## config.mk

```make
export PLATFORM = sky130hd
export DESIGN_NAME = stream_merger
export DESIGN_NICKNAME = d
export VERILOG_FILES = /design/src/rtl/stream_merger_pkg.sv /design/src/rtl/stream_merger_rr_arbiter2.sv /design/src/rtl/stream_merger.sv
export SDC_FILE = /design/constraint.sdc
export NUM_CORES = 1
export LEC_CHECK = 0
export BUFFER_PORTS_ARGS = -buffer_cell sky130_fd_sc_hd__clkbuf_2
export CORE_MARGIN = 2
export CORE_UTILIZATION = 37
export DETAILED_ROUTE_END_ITERATION = 8
export GPL_TIMING_DRIVEN = 0
export PLACE_DENSITY = 0.78
export REMOVE_ABC_BUFFERS = 1
export SYNTH_ARGS = -nofsm -noshare
export SYNTH_HDL_FRONTEND = slang
export SYNTH_SLANG_ARGS = --single-unit
export TNS_END_PERCENT = 30
```

## constraint.sdc

```tcl
create_clock -name iCLK -period 1.2 [get_ports iCLK]
set_clock_uncertainty 0.15 [all_clocks]
set_input_delay 0.3 -clock iCLK [delete_from_list [all_inputs] [get_ports iCLK]]
set_output_delay 0.3 -clock iCLK [all_outputs]
set_load 0.02 [all_outputs]
```

## src/rtl/stream_merger_pkg.sv

```systemverilog
// rtl/stream_merger_pkg.sv - shared stream burst-mode constants
package stream_merger_pkg;

    // Burst-mode selector values shared with the stream brancher
    localparam string STREAM_BURST_YES = "yes";
    localparam string STREAM_BURST_NO  = "no";

endpackage

```

## src/rtl/stream_merger_rr_arbiter2.sv

```systemverilog
// rtl/stream_merger_rr_arbiter2.sv - two-request round-robin arbiter
module rr_arbiter2 (
    input  logic clk,
    input  logic rst_n,
    input  logic req0,
    input  logic req1,
    input  logic advance,
    output logic gnt0,
    output logic gnt1
);

    // 1 = port 1 won the last transfer, so port 0 wins the next tie
    logic last_grant;

    // Single requester always wins; a tie goes to the port that did not win last
    always_comb begin
        gnt0 = req0 & (~req1 | last_grant);
        gnt1 = req1 & (~req0 | ~last_grant);
    end

    // Remember the winner only when a transfer actually happened
    always_ff @(posedge clk or negedge rst_n) begin
        if (!rst_n) begin
            last_grant <= 1'b1;
        end else if (advance) begin
            last_grant <= gnt1;
        end
    end

endmodule

```

## src/rtl/stream_merger.sv

```systemverilog
// rtl/stream_merger.sv - two-input round-robin stream merger with one-word output slot
module stream_merger
    import stream_merger_pkg::*;
#(
    parameter int    WIDTH0 = 4,
    parameter int    WIDTH1 = 4,
    parameter string BURST  = STREAM_BURST_YES
) (
    input  logic                     iCLK,
    input  logic                     iRST,
    input  logic                     iValid_AM0,
    output logic                     oReady_AM0,
    input  logic [WIDTH0-1:0]        iData_AM0,
    input  logic                     iValid_AM1,
    output logic                     oReady_AM1,
    input  logic [WIDTH1-1:0]        iData_AM1,
    output logic                     oValid_BM,
    input  logic                     iReady_BM,
    output logic                     oSelect_BM,
    output logic [WIDTH1+WIDTH0-1:0] oData_BM
);

    // Burst mode lets the slot reload on the same edge it drains
    localparam bit BURST_MODE = (BURST == STREAM_BURST_YES);

    logic can_accept;
    logic gnt0;
    logic gnt1;
    logic accept;

    rr_arbiter2 u_arb (
        .clk     (iCLK),
        .rst_n   (iRST),
        .req0    (iValid_AM0),
        .req1    (iValid_AM1),
        .advance (accept),
        .gnt0    (gnt0),
        .gnt1    (gnt1)
    );

    // Slot availability and ready gating; ready is held low throughout reset
    always_comb begin
        if (BURST_MODE) begin
            can_accept = ~oValid_BM | iReady_BM;
        end else begin
            can_accept = ~oValid_BM;
        end
        oReady_AM0 = iRST & can_accept & gnt0;
        oReady_AM1 = iRST & can_accept & gnt1;
        accept     = (iValid_AM0 & oReady_AM0) | (iValid_AM1 & oReady_AM1);
    end

    // Output slot: load the granted word, otherwise empty on drain and hold data/select
    always_ff @(posedge iCLK or negedge iRST) begin
        if (!iRST) begin
            oValid_BM  <= 1'b0;
            oSelect_BM <= 1'b0;
            oData_BM   <= '0;
        end else if (accept) begin
            oValid_BM  <= 1'b1;
            oSelect_BM <= gnt1;
            oData_BM   <= gnt1 ? {iData_AM1, {WIDTH0{1'b0}}}
                               : {{WIDTH1{1'b0}}, iData_AM0};
        end else if (iReady_BM) begin
            oValid_BM  <= 1'b0;
        end
    end

endmodule
```

# After elaboration in Yosys (flattened, before gate mapping)
# Cells that the tools add are included.
# word_totals
reg_bits,11
inputBits,13
out_inout_bits,12
wordCells,23
# classes
n_mux,3
bitwise,15
n_reduce_logical,1
# op_table
op,n
8-bit two-way mux,1
1-bit AND,7
1-bit inverter,4
1-bit bitwise OR,4
1-bit two-way mux,2
2-bit nonzero test,1

# Logic depth before layout (Yosys ltp)
# depth
word_depth,7
depth_mapped,3
depth_no_buf,3

# By module
# From an unflattened synthesis, not the netlist that was laid out.
# hier_totals
cells_unflattened,45
hier_area_um2,541.8
# by_module_without_submodules
module,instances,cells_each,area_per_inst_um2,seq_area_each_um2
stream_merger,1,40,478.0,250.2
rr_arbiter2,1,5,63.8,26.3

# Worst setup path after synthesis
# OpenSTA, ideal clock, no wires.
# synth_path
path_kind,register to output
start,reg oValid_BM
end,out oReady_AM0
arrival_time_ps,1096
required_ps,750
path_slack_ps,-346
stages_incl_launch_ff,4
path_buffers,0
path_cell_list,dfrtp_1 nand2b_1 nand3_1 a21oi_1
# synth_via
elab_chain_len,4
# synth_lines
item,line,text
from (decl),stream_merger.sv:17,"output logic oValid_BM,"
from (signal assigned),stream_merger.sv:56,oValid_BM <= 1'b0;
from (signal assigned),stream_merger.sv:60,oValid_BM <= 1'b1;
from (signal assigned),stream_merger.sv:65,oValid_BM <= 1'b0;
1-bit inverter,-,
1-bit bitwise OR,stream_merger.sv:44,can_accept = ~oValid_BM | iReady_BM;
1-bit AND (2 in a row),stream_merger.sv:48,oReady_AM0 = iRST & can_accept & gnt0;
to (decl),stream_merger.sv:12,"output logic oReady_AM0,"
# Every way passes these cells.

# Final worst setup path
# layout_path
start,reg u_arb.last_grant
end,out oReady_AM1
# layout_via
elab_chain_len,4
# layout_lines
item,line,text
from (decl),stream_merger_rr_arbiter2.sv:13,logic last_grant;
from (signal assigned),stream_merger_rr_arbiter2.sv:26,last_grant <= gnt1;
1-bit inverter,stream_merger_rr_arbiter2.sv:18,gnt1 = req1 & (~req0 | ~last_grant);
1-bit bitwise OR,stream_merger_rr_arbiter2.sv:18,
1-bit AND,stream_merger_rr_arbiter2.sv:18,
1-bit AND,stream_merger.sv:49,oReady_AM1 = iRST & can_accept & gnt1;
to (decl),stream_merger.sv:15,"output logic oReady_AM1,"
# Every way passes these cells.

==> impl_metrics.json <==
{
  "status": "complete, but fails checks",
  "violations": "setup timing",
  "power_density_nw_per_um2": 1430,
  "core_area_um2": 1270,
  "drc": 0,
  "p_leak_nw": 0.446,
  "final_area_um2": 790,
  "nets": 89,
  "dieHeight_um": 40.2,
  "fin_crit_ns": 1.69,
  "firstDrtPassIters": 4,
  "tns_ns": -2.96,
  "grt_pass1_wl_mm": 1.57,
  "insertedDiodeCount": 0,
  "stdcell_count": 90,
  "max_freq_ghz": 0.591,
  "drive_above_1_share": 0.600,
  "hp-class": "input pin to flip-flop",
  "crit_path_max_fanout": 3,
  "core.rowCount": 13,
  "critical_path_arrival_ns": 1.24,
  "start_util": 0.383,
  "final_hold_viol_count": 0,
  "setup_viol": 21,
  "synth_area_um2": 485,
  "gr-usage-all-layers": 0.150,
  "drt-initial-drc-count": 4,
  "synth.yosys.seq_area_share": 0.570,
  "area_growth_pct": 62.6,
  "grt_max_degree": 11,
  "ant_nets": 0,
  "syn_inst": 39,
  "clk_latency_ns": 0.26,
  "grt_pass1_vias": 387,
  "crit_required_ns": 0.75,
  "cts_sinks": 11,
  "grt_antenna_before_repair": 0,
  "post-place-cells": 78,
  "crit_path_cell_trace": "a21bo_4, nor3b_4, clkbuf_8",
  "clk_pin_slew_ns": 0.07,
  "setup.worst_path.start_class": "flip-flop",
  "die-area_um2": 1620,
  "cts_made_buffers": 3,
  "viasPerCell": 4.83,
  "ys_seq_elements": 11,
  "grt_overflow": 0,
  "rsz0062_at_grt": "yes",
  "wl_per_cell_um": 11.2,
  "cts.path.max_buffers": 2,
  "ys_types": 15,
  "tightest_slew_ns": 0.443,
  "relSlewSlack": 0.704,
  "cts_tree": "built",
  "nFillCells": 115,
  "place_area_um2": 624,
  "crit_type": "flip-flop to output port",
  "ios": 25,
  "via_count": 435,
  "cts_root_buffer": "clkbuf_4",
  "peakVddDrop_mv": 0.714,
  "worst_slack_ns": -0.492,
  "post-route-period-util": 1.41,
  "max_cap_violations": 0,
  "fin_util": 0.622,
  "critPathCaptureType": "output port",
  "drv_slew": 0,
  "port_buffers": 24,
  "finalWirelength_mm": 1.01,
  "die_x_um": 40.2,
  "cpMaxStageDelayCell": "dfstp_2",
  "max_stage_delay_ns": 0.38,
  "cts_max_level": 1,
  "globalplace.congestion": 0.663,
  "synth_area_per_cell_um2": 12.4,
  "yosys_warnings": 0
}
[cell usage after synthesis]
| library cell | n | area [µm²] |
|---|---|---|
| dfrtp_1 | 10 | 250 |
| inv_1 | 6 | 22.5 |
| nand2_1 | 5 | 18.8 |
| a22o_2 | 4 | 40.0 |
| mux2i_1 | 4 | 40.0 |
| a21bo_4 | 1 | 16.3 |
| a21o_2 | 1 | 8.76 |
| a21oi_1 | 1 | 5.00 |
| a31oi_1 | 1 | 6.26 |
| a41oi_1 | 1 | 8.76 |
| dfstp_2 | 1 | 26.3 |
| nand2b_1 | 1 | 6.26 |
| nand3_1 | 1 | 5.00 |
| nor3b_4 | 1 | 18.8 |
| o211ai_2 | 1 | 12.5 |
[cells in the final DEF, fill, tap and decap left out, drive strengths merged]
cell type	netlist	final
inv	6	6
dfrtp	10	10
a21o	1	1
dlygate4sd3	0	2
mux2i	4	4
buf	0	11
a21oi	1	1
nor3b	1	1
a41oi	1	1
a31oi	1	1
nand2b	1	1
dfstp	1	1
clkbuf	0	23
a21bo	1	1
nand3	1	1
o211ai	1	1
nand2	5	5
a22o	4	4
[layer usage]
metal / up-vias / share of wire / global-route usage
met2: 13 / 0.49 / 0.238
met5: - / 0 / 0
met3: 2 / 0.062 / 0.0333
li1: 210 / - / -
met4: 0 / 0.0059 / 0.0750
met1: 210 / 0.44 / 0.190
[critical path, delay by kind of cell (launching register included)]
kind                   cells  cell delay, ns
AOI/OAI and AO/OA          1            0.21
DFF                        1            0.38
and+or+nand+nor            1            0.20
buffers and inverters      1            0.18
[state kept, by name, summed over array words and instances, names as in the netlist]
name / count
oData_BM: 8
oSelect_BM: 1
oValid_BM: 1
u_arb.last_grant: 1
[kinds of logic (layout without fill, tap and decap cells)]
group           count (synthesis)  after routing  share of synthesized area
mux                             4              4                     0.0825
buf+inv                         6             42                     0.0464
flops                          11             11                      0.570
simple gates                    8              8                      0.101
compound gates                 10             10                      0.201
[metrics by stage]
stage	hold slack (ns)	total power, mW	worst slack [ns]
after floorplan	-0.146	0.687	-0.346
after global placement	0.0728	0.796	-0.559
after detailed placement	0.0734	0.805	-0.567
after CTS	0.0973	1.09	-0.538
after global routing	0.115	1.20	-0.536
final	0.106	1.13	-0.492
[path summary, 6_finish.rpt]
| path | from | to | slack, ns | cells past startpoint |
|---|---|---|---|---|
| max in group asynchronous | iRST | oData_BM[4] | 0.10 | 2 |
| hold / removal | iData_AM0[0] | oData_BM[0] | 0.11 | 3 |
| setup reg to reg | u_arb.last_grant | oData_BM[4] | -0.28 | 5 |
| setup / recovery | u_arb.last_grant | oReady_AM1 | -0.49 | 3 |
| min in group asynchronous | iRST | oData_BM[2] | 0.49 | 2 |
| hold reg to reg | oSelect_BM | oSelect_BM | 0.34 | 1 |
[where the power goes]
group          switching (mW)  internal [mW]
Sequential             0.0467          0.447
Clock                   0.112          0.128
Combinational           0.203          0.189
[layout make-up]
| cell class | count | area [µm²] | area share |
|---|---|---|---|
| Sequential cell | 11 | 277 | 0.350 |
| Clock buffer | 4 | 26.3 | 0.0333 |
| Inverter | 6 | 22.5 | 0.0285 |
| Tap cell | 15 | 18.8 | 0.0238 |
| Timing Repair Buffer | 32 | 204 | 0.258 |
| Multi-Input combinational cell | 22 | 241 | 0.306 |
[repair_timing]
item	CTS	global route
buffers inserted	4	2
setup endpoints to repair	22	22
pin swaps	2	6
resized for setup	4	14
hold buffers	2	0
hold endpoints to repair	10	0
Power figures use the tool's default switching activity.
